<file path="src/rtl/axi_rd_arb.sv">
// axi_rd_arb: round-robin arbiter sharing one AXI read master port among
// NREQ requesters. Each AR burst is tagged with the requester index in the ID
// field, and returning R beats are steered back to that requester by ID.
// Build option: define ARB_STATS_EN to add per-requester grant counters
// (grant_cnt output).
module axi_rd_arb #(
    parameter int unsigned NREQ    = 4,
    parameter int unsigned IDX_W   = 2,
    parameter int unsigned MAX_OUT = 4
) (
    input  logic                 clk,
    input  logic                 rst,
    input  logic [NREQ-1:0]      req_arvalid,
    input  logic [64*NREQ-1:0]   req_araddr,
    input  logic [8*NREQ-1:0]    req_arlen,
    output logic [NREQ-1:0]      req_arready,
    output logic [NREQ-1:0]      req_rvalid,
    output logic [511:0]         req_rdata,
    output logic [1:0]           req_rresp,
    output logic                 req_rlast,
    input  logic [NREQ-1:0]      req_rready,
    output logic [15:0]          arid_m,
    output logic [63:0]          araddr_m,
    output logic [7:0]           arlen_m,
    output logic [2:0]           arsize_m,
    output logic                 arvalid_m,
    input  logic                 arready_m,
    input  logic [15:0]          rid_m,
    input  logic [511:0]         rdata_m,
    input  logic [1:0]           rresp_m,
    input  logic                 rlast_m,
    input  logic                 rvalid_m,
    output logic                 rready_m,
    output logic                 err
`ifdef ARB_STATS_EN
    ,
    output logic [32*NREQ-1:0]   grant_cnt
`endif
);

    typedef enum logic [0:0] {
        S_IDLE  = 1'b0,
        S_ISSUE = 1'b1
    } state_e;

    state_e             state_q, state_d;
    logic [IDX_W-1:0]   grant_q, grant_d;
    logic [IDX_W-1:0]   rr_ptr_q, rr_ptr_d;
    logic [63:0]        addr_q, addr_d;
    logic [7:0]         len_q, len_d;
    logic [7:0]         out_cnt_q, out_cnt_d;
    logic               err_q, err_d;

    // round-robin search results
    logic               hi_found, lo_found;
    logic [IDX_W-1:0]   hi_idx, lo_idx;
    logic               pick_found;
    logic [IDX_W-1:0]   pick_idx;
    logic [63:0]        addr_sel;
    logic [7:0]         len_sel;

    // handshakes and R-side decode
    logic               ar_hs;
    logic               rlast_hs;
    logic [IDX_W-1:0]   r_idx;
    logic               r_id_ok;
    logic               r_sel_ready;

    assign ar_hs    = (state_q == S_ISSUE) && arready_m;
    assign rlast_hs = rvalid_m && rready_m && rlast_m;

    assign arid_m    = {{(16-IDX_W){1'b0}}, grant_q};
    assign araddr_m  = addr_q;
    assign arlen_m   = len_q;
    assign arsize_m  = 3'd6;
    assign arvalid_m = (state_q == S_ISSUE);
    assign err       = err_q;

    assign req_rdata = rdata_m;
    assign req_rresp = rresp_m;
    assign req_rlast = rlast_m;

    // Round-robin pick: the lowest requesting index at or above rr_ptr wins;
    // otherwise wrap around to the lowest requesting index overall.
    always_comb begin
        hi_found = 1'b0;
        lo_found = 1'b0;
        hi_idx   = '0;
        lo_idx   = '0;
        for (int unsigned i = 0; i < NREQ; i++) begin
            if (req_arvalid[i]) begin
                if (!lo_found) begin
                    lo_found = 1'b1;
                    lo_idx   = IDX_W'(i);
                end
                if (!hi_found && (i >= 32'(rr_ptr_q))) begin
                    hi_found = 1'b1;
                    hi_idx   = IDX_W'(i);
                end
            end
        end
        pick_found = lo_found;
        pick_idx   = hi_found ? hi_idx : lo_idx;
    end

    // Select the winning requester's address and length
    always_comb begin
        addr_sel = '0;
        len_sel  = '0;
        for (int unsigned i = 0; i < NREQ; i++) begin
            if (pick_idx == IDX_W'(i)) begin
                addr_sel = req_araddr[64*i +: 64];
                len_sel  = req_arlen[8*i +: 8];
            end
        end
    end

    // Per-requester AR accept pulse, only during the master-side handshake
    always_comb begin
        req_arready = '0;
        for (int unsigned i = 0; i < NREQ; i++) begin
            req_arready[i] = ar_hs && (grant_q == IDX_W'(i));
        end
    end

    // R-channel steering by ID; bad IDs are sunk so the memory never stalls
    always_comb begin
        r_idx       = rid_m[IDX_W-1:0];
        r_id_ok     = (rid_m[15:IDX_W] == '0) && (32'(r_idx) < NREQ);
        r_sel_ready = 1'b0;
        req_rvalid  = '0;
        for (int unsigned i = 0; i < NREQ; i++) begin
            if (r_idx == IDX_W'(i)) begin
                r_sel_ready   = req_rready[i];
                req_rvalid[i] = rvalid_m && r_id_ok;
            end
        end
        rready_m = r_id_ok ? r_sel_ready : 1'b1;
    end

    // Next-state: arbitration FSM, outstanding-burst count and sticky error
    always_comb begin
        state_d   = state_q;
        grant_d   = grant_q;
        rr_ptr_d  = rr_ptr_q;
        addr_d    = addr_q;
        len_d     = len_q;
        out_cnt_d = out_cnt_q;
        err_d     = err_q;

        case (state_q)
            S_IDLE: begin
                if (pick_found && (32'(out_cnt_q) < MAX_OUT)) begin
                    state_d = S_ISSUE;
                    grant_d = pick_idx;
                    addr_d  = addr_sel;
                    len_d   = len_sel;
                end
            end
            S_ISSUE: begin
                if (arready_m) begin
                    state_d  = S_IDLE;
                    rr_ptr_d = (32'(grant_q) == NREQ - 1) ? '0 : grant_q + IDX_W'(1);
                end
            end
            default: state_d = S_IDLE;
        endcase

        // A new burst and a completed burst in the same cycle cancel out
        if (ar_hs && !rlast_hs) begin
            out_cnt_d = out_cnt_q + 8'd1;
        end else if (!ar_hs && rlast_hs) begin
            if (out_cnt_q == '0) begin
                err_d = 1'b1;
            end else begin
                out_cnt_d = out_cnt_q - 8'd1;
            end
        end

        if (rvalid_m && !r_id_ok) begin
            err_d = 1'b1;
        end
    end

    // Control state register with synchronous active-low reset
    always_ff @(posedge clk) begin
        if (!rst) begin
            state_q   <= S_IDLE;
            grant_q   <= '0;
            rr_ptr_q  <= '0;
            out_cnt_q <= '0;
            err_q     <= 1'b0;
        end else begin
            state_q   <= state_d;
            grant_q   <= grant_d;
            rr_ptr_q  <= rr_ptr_d;
            out_cnt_q <= out_cnt_d;
            err_q     <= err_d;
        end
    end

    // Latched AR payload; only meaningful while in ISSUE, so no reset
    always_ff @(posedge clk) begin
        addr_q <= addr_d;
        len_q  <= len_d;
    end

`ifdef ARB_STATS_EN
    logic [31:0] gcnt_q [NREQ];

    // Saturating per-requester count of accepted AR bursts
    always_ff @(posedge clk) begin
        if (!rst) begin
            for (int unsigned i = 0; i < NREQ; i++) begin
                gcnt_q[i] <= '0;
            end
        end else begin
            for (int unsigned i = 0; i < NREQ; i++) begin
                if (req_arready[i] && (gcnt_q[i] != '1)) begin
                    gcnt_q[i] <= gcnt_q[i] + 32'd1;
                end
            end
        end
    end

    // Flatten counters onto the output bus
    always_comb begin
        grant_cnt = '0;
        for (int unsigned i = 0; i < NREQ; i++) begin
            grant_cnt[32*i +: 32] = gcnt_q[i];
        end
    end
`endif

endmodule

</file>
<file path="config.mk">
export PLATFORM = sky130hd
export DESIGN_NAME = axi_rd_arb
export DESIGN_NICKNAME = d
export VERILOG_FILES = /design/src/rtl/axi_rd_arb.sv
export SDC_FILE = /design/constraint.sdc
export NUM_CORES = 1
export LEC_CHECK = 0
export ABC_AREA = 0
export CAP_MARGIN = 20
export CORE_AREA = 4 4 564 566
export CTS_CLUSTER_DIAMETER = 50
export DETAILED_ROUTE_END_ITERATION = 6
export DIE_AREA = 0 0 568 570
export GPL_ROUTABILITY_DRIVEN = 0
export PLACE_DENSITY = 0.3
export SYNTH_ARGS = -nofsm -noshare
export SYNTH_HDL_FRONTEND = slang
export SYNTH_SLANG_ARGS = --single-unit
</file>
<file path="constraint.sdc">
create_clock -name clk -period 4.7 [get_ports clk]
set_clock_uncertainty 0.2 [all_clocks]
set_input_delay 0.47 -clock clk [delete_from_list [all_inputs] [get_ports clk]]
set_output_delay 0.47 -clock clk [all_outputs]
set_load 0.05 [all_outputs]
</file>
# ---- Yosys cells after proc, flatten, opt, wreduce, memory -nomap -nowiden
# Cells that the tools add are included.
dict set report word_totals {
  regBits 86
  inputBits 831
  output_inout_bits 617
  word_cells 109
}
dict set report classes {
  addsub 3
  order_cmp 4
  eq_ne 11
  muxes 52
  bitwise_logic 1
  reduce_logical 31
}
# operator n
set op_table {}
lappend op_table {{$mux 64} 4}
lappend op_table {{$mux 8} 7}
lappend op_table {{$mux 1} 30}
lappend op_table {{$mux 2} 10}
lappend op_table {{$logic_and 1x1->1} 14}
lappend op_table {{$logic_not 14->1} 1}
lappend op_table {{$eq 2x2->1 const B} 6}
lappend op_table {{$add 8x1->8 const B} 1}
lappend op_table {{$logic_not 8->1} 1}
lappend op_table {{$lt 8x3->1 const B} 1}
lappend op_table {{$sub 8x1->8 const B} 1}
lappend op_table {{$eq 2x1->1 const B} 3}
lappend op_table {{$logic_not 2->1} 3}
lappend op_table {{$reduce_and 2->1} 3}
lappend op_table {{$reduce_bool 2->1} 3}
lappend op_table {{$logic_not 1->1} 5}
lappend op_table {{$ge 1x2->1 const A} 2}
lappend op_table {{$reduce_and 3->1} 1}
lappend op_table {{$add 2x1->2 const B} 1}
lappend op_table {{$ge 2x2->1 const A} 1}
lappend op_table {{$ne 2x1->1 const B} 1}
lappend op_table {{$ne 2x2->1 const B} 1}
lappend op_table {{$pmux 1 s2} 1}
lappend op_table {{$not 1->1} 1}

# ---- Depth between registers and ports, before layout
dict set report depth {
  depth_word 19
  depth_mapped 13
  ltp_nobuf 13
}

# ---- Worst setup path after synthesis
# OpenSTA, ideal clock, no wires.
dict set report synth_timing {
  path_type {reg-to-reg}
  start {reg out_cnt_q[6]}
  end {reg grant_q[0]}
  setup_ns 0.116
  arrival_ns 4.124
  required_ns 4.384
  slack_ns 0.260
  stages_incl_launch_ff 6
  n_path_buf 0
  period_less_slack_ns 4.440
  path_cell_list {dfxtp_1 nor4_1 nand2_1 nor3_2 mux2i_1 and2_1}
}
dict set report synth_between {
  elab_chain_cells 3
}
# item line
set synth_rtl {}
lappend synth_rtl {{from (decl)} 51} ;# logic [7:0] out_cnt_q, out_cnt_d;
lappend synth_rtl {{from (signal assigned)} 197} ;# out_cnt_q <= out_cnt_d;
lappend synth_rtl {{$lt 8x3->1} 153} ;# if (pick_found && (32'(out_cnt_q) < MAX_OUT)) begin
lappend synth_rtl {{$logic_and 1x1->1} 153}
lappend synth_rtl {{$reduce_and 2->1 (no line)} -}
lappend synth_rtl {{to (signal assigned)} 195} ;# grant_q <= grant_d;
lappend synth_rtl {{to (decl)} 47} ;# logic [IDX_W-1:0] grant_q, grant_d;
# Every way passes these cells.
# A chain may end at the register's enable or synchronous reset.

# ---- Final worst setup path
dict set report layout_timing {
  start {in rid_m[0]}
  end {reg out_cnt_q[6]}
}
dict set report layout_between {
  elab_chain_cells 12
  elab_cells_between_ends 18
  cone_classes {eq/ne: 4; mux: 6; reduce/logical: 8}
}
# item line
set layout_rtl {}
lappend layout_rtl {{from (decl)} 28} ;# input logic [15:0] rid_m,
lappend layout_rtl {{$logic_not 2->1} 133} ;# if (r_idx == IDX_W'(i)) begin
lappend layout_rtl {{$mux 1 (3 in series)} 133}
lappend layout_rtl {{$mux 1 *} 133}
lappend layout_rtl {{$mux 1 *} 138} ;# rready_m = r_id_ok ? r_sel_ready : 1'b1;
lappend layout_rtl {{$logic_and 1x1->1 * (2 in series)} 70} ;# assign rlast_hs = rvalid_m && rready_m && rlast_m;
lappend layout_rtl {{$logic_not 1->1} 170} ;# if (ar_hs && !rlast_hs) begin
lappend layout_rtl {{$logic_and 1x1->1} 170}
lappend layout_rtl {{$ne 2x2->1 (no line) or $reduce_bool 2->1 (tied branches)} -}
lappend layout_rtl {{$reduce_and 2->1 (no line)} -}
# Every way passes the cells marked *; elsewhere a longest branch is shown, timed or not.

==> metrics.json <==
{
  "min_from": {"value": "out_cnt_q[7]"},
  "report.final.slew_viol_count": {"value": 0},
  "grt_usage": {"value": 9.63, "unit": "%"},
  "preCtsSetupSlack": {"value": 0.555, "unit": "ns"},
  "stdcell_count": {"value": 5110},
  "drv.max_cap_violation_count": {"value": 0},
  "r2r-start": {"value": "arvalid_m"},
  "cts_hold_repair.buffers": {"value": 0},
  "power.share.switching": {"value": 49.9, "unit": "%"},
  "fin_crit_sh": {"value": 78.4, "unit": "%"},
  "hold_violations": {"value": 0},
  "synth_cells": {"value": 1060},
  "portBuffers": {"value": 402},
  "worstPathArrival": {"value": 3.84, "unit": "ns"},
  "timing.slew.headroom": {"value": 35.7, "unit": "%"},
  "gr-total-overflow": {"value": 0},
  "critical-path-slowest-cell": {"value": "clkdlybuf4s50_1"},
  "run_status": {"value": "complete, no violations"},
  "drcViolationCount": {"value": 0},
  "power_density": {"value": 422, "unit": "mW/mm2"},
  "tns": {"value": 0, "unit": "ns"},
  "min_delay_path_depth": {"value": 2},
  "ff2ff_path_depth": {"value": 10},
  "worst_path_largest_cell_delay": {"value": 0.57, "unit": "ns"},
  "crit_type": {"value": "in -> reg"},
  "fin_ws": {"value": 1.01, "unit": "ns"},
  "ctsLongestPathBuffers": {"value": 2},
  "die_x": {"value": 568, "unit": "um"},
  "utilization": {"value": 4.87, "unit": "%"},
  "antenna_found_initial": {"value": 5},
  "design.portCount": {"value": 1448},
  "floorplan.die.height": {"value": 570, "unit": "um"},
  "worstHoldPathType": {"value": "reg -> reg"},
  "drt-initial-drc-count": {"value": 305},
  "p_int": {"value": 3.23, "unit": "mW"},
  "max_freq": {"value": 0.271, "unit": "GHz"},
  "clock-root-buffer": {"value": "clkbuf_16"},
  "fin_nets": {"value": 1786},
  "clkSinkCount": {"value": 86},
  "setup.reg_to_reg.worst_slack": {"value": 1.52, "unit": "ns"},
  "placed_cells": {"value": 5091},
  "final_area": {"value": 0.0153, "unit": "mm2"},
  "power.share.combinational": {"value": 61.0, "unit": "%"},
  "synthesis.area_per_instance": {"value": 9.22, "unit": "um2"},
  "path_cells": {"value": "clkdlybuf4s50_1 > mux4_2 > nor2_1 > inv_1 > nand3_1 > ha_1 > inv_1 > ha_1 > nor2b_1 > o31a_1 > o21a_1 > or4b_1 > o211ai_1"},
  "viasPerCell": {"value": 1.34},
  "total_leakage_power": {"value": 4.12, "unit": "nW"},
  "rows": {"value": 206},
  "finalWirelength": {"value": 164, "unit": "mm"},
  "power_frac_seq": {"value": 24.5, "unit": "%"},
  "worst-slew-pin-transition": {"value": 0.961, "unit": "ns"},
  "net-switching-power": {"value": 3.22, "unit": "mW"},
  "cts.clk_slew.worst_paths": {"value": 0.09, "unit": "ns"},
  "final_antenna_net_count": {"value": 0},
  "largest_net_degree_at_the_start_of_global_routing": {"value": 53},
  "min_delay_worst_endpoint": {"value": "out_cnt_q[7]"},
  "post_route_cells_drive_above_1_share": {"value": 12.0, "unit": "%"},
  "pwr-share-clk": {"value": 14.5, "unit": "%"},
  "unrepaired_setup_endpoints_after_global_routing": {"value": "false"},
  "critical_path.startpoint_type": {"value": "primary input"},
  "detail_route.wl_per_cell": {"value": 32.0, "unit": "um"},
  "first_global_vias": {"value": 6801},
  "design_power_total": {"value": 6.45, "unit": "mW"},
  "placedInstanceArea": {"value": 0.0150, "unit": "mm2"},
  "crit-reg2reg-capture": {"value": "out_cnt_q[6]"},
  "crit_path_max_fanout": {"value": 6},
  "total_of_endpoints_with_negative_setup_slack_in_the_final_report": {"value": 0},
  "clock_tree.htree_level_count": {"value": 3},
  "tritoncts": {"value": "yes"},
  "ys_seq_area_share": {"value": 25.0, "unit": "%"},
  "initial_utilization": {"value": 3.12, "unit": "%"},
  "tritoncts.num_buffers": {"value": 9},
  "grt_pass1_wl": {"value": 180, "unit": "mm"},
  "ys.warnings.count": {"value": 0},
  "floorplan.die_area": {"value": 0.324, "unit": "mm2"},
  "dr.pass1.iters": {"value": 4},
  "timing.critical_path.required": {"value": 4.85, "unit": "ns"},
  "finalHoldWorstSlack": {"value": 0.286, "unit": "ns"},
  "cts_resized": {"value": 0},
  "ys_ff_latch": {"value": 86},
  "hpwlAfterDp": {"value": 155, "unit": "mm"},
  "core-area": {"value": 0.314, "unit": "mm2"},
  "synthToLayoutAreaGrowth": {"value": 56.5, "unit": "%"},
  "synth_area": {"value": 0.00977, "unit": "mm2"},
  "fin_crit": {"value": 3.69, "unit": "ns"},
  "num_vias": {"value": 6864},
  "clock_insertion_delay_worst_skew": {"value": 0.42, "unit": "ns"},
  "post-cts-setup-buffer-count": {"value": 0},
  "synth_cell_types": {"value": 45},
  "irDropWorstVdd": {"value": 0.342, "unit": "mV"},
  "crit_path_end_kind": {"value": "flop"}
}
kinds of logic (layout without fill, tap and decap cells):
kind of cell / after synthesis / in the layout / share of synthesized area, %
other: 2 / 20 / 0.0769
buffers and inverters: 575 / 447 / 44.7
AOI/OAI and AO/OA: 102 / 102 / 5.72
muxes: 152 / 152 / 16.6
xor gates and xnor gates: 3 / 3 / 0.269
DFF: 86 / 86 / 25.0
and+or+nand+nor: 127 / 127 / 5.88
adders and majority gates: 13 / 13 / 1.74
synthesized netlist by cell type (all sizes together):
cell     number  area share (%)
a21o          1           0.077
or4b          1            0.10
buf         545              43
nand2        12            0.46
mux2         72             8.3
or3b          1           0.090
clkbuf       20             1.5
o22ai         1           0.064
mux2i        79             8.1
nor4          6            0.38
nor2b         8            0.51
nor2         80             3.1
nand3         1           0.051
xor2          1           0.090
inv          10            0.38
o31a          1           0.090
ha           12             1.5
a211oi        1           0.077
nand4         1           0.064
dfxtp        14             2.9
fa            1            0.20
and3          8            0.51
o21a          4            0.31
a21boi        4            0.31
o21ai         4            0.20
conb          2           0.077
a221oi        1           0.090
mux4          1            0.23
a21oi        80             4.1
nor3          4            0.26
o221ai        1           0.090
and3b         1           0.090
o211ai        3            0.23
and2          2            0.13
o2111ai       1           0.090
edfxtp       72              22
xnor2         2            0.18
nand2b        2            0.13
registers in the layout, indices dropped and copies added (netlist names):
register   count
grant_q        2
rr_ptr_q       2
out_cnt_q      8
arvalid_m      1
araddr_m      64
arlen_m        8
err            1
layout make-up:
cell class	count	area [um2]
Clock inverter	7	105
Timing Repair Buffer	421	4210
Multi-Input combinational cell	414	3060
Sequential cell	86	2440
Tap cell	4160	5200
Antenna cell	3	7.51
Clock buffer	9	225
Inverter	10	37.5
Fill cell	37000	298000
worst max-delay path, delay by kind of cell:
family | cells | cell delay [ns]
AND/OR/NAND/NOR | 4 | 0.86
buffers and inverters | 3 | 0.81
adder cells (fa/ha/maj) | 2 | 0.62
multiplexers | 1 | 0.54
AO/OA/AOI/OAI | 3 | 0.53
worst max path at each step:
| stage | slack, ns | to | start |
|---|---|---|---|
| global route | 0.78 | out_cnt_q[6] | rid_m[9] |
| global placement | 0.56 | out_cnt_q[6] | rid_m[0] |
| floorplan | 0.26 | grant_q[0] | out_cnt_q[6] |
| detailed placement | 0.56 | out_cnt_q[6] | rid_m[0] |
| finish | 1.01 | out_cnt_q[6] | rid_m[0] |
| CTS | 1.06 | out_cnt_q[6] | rid_m[0] |
power groups by stage:
stage / Combinational (mW) / Sequential, mW / Clock [mW]
3_5_place_dp: 4.10 / 1.61 / 0
2_1_floorplan: 2.25 / 2.81 / 0
4_1_cts: 4.10 / 1.59 / 1.04
3_3_place_gp: 4.12 / 1.61 / 0
5_1_grt: 4.21 / 1.63 / 1.05
6_report: 3.93 / 1.58 / 0.936
metal layers:
metal	global-route usage (%)	vias to the layer above	wire (um)
li1	-	2753	-
met2	17.5	1168	84500
met5	0.610	-	253
met4	2.06	6	2670
met1	3.76	2869	23000
met3	14.8	68	53100
placed cells by master (no fill, tap or decap), types with 2 or more instances in the layout:
cell	synthesis	final
a21boi_0	4	4
a21oi_1	80	80
and2_1	2	2
and3_1	8	8
buf_12	8	4
buf_4	533	17
bufinv_16	0	2
clkbuf_16	0	9
clkdlybuf4s50_1	0	400
conb_1	2	17
dfxtp_1	14	14
diode_2	0	3
edfxtp_1	72	72
ha_1	12	12
inv_1	10	10
inv_6	0	2
mux2_2	72	72
mux2i_1	79	79
nand2_1	12	12
nand2b_1	2	2
nor2_1	79	79
nor2b_1	8	8
nor3_1	3	3
nor4_1	6	6
o211ai_1	3	3
o21a_1	4	4
o21ai_0	4	4
xnor2_1	2	2
Note: power is estimated with default switching activity, not from simulation.
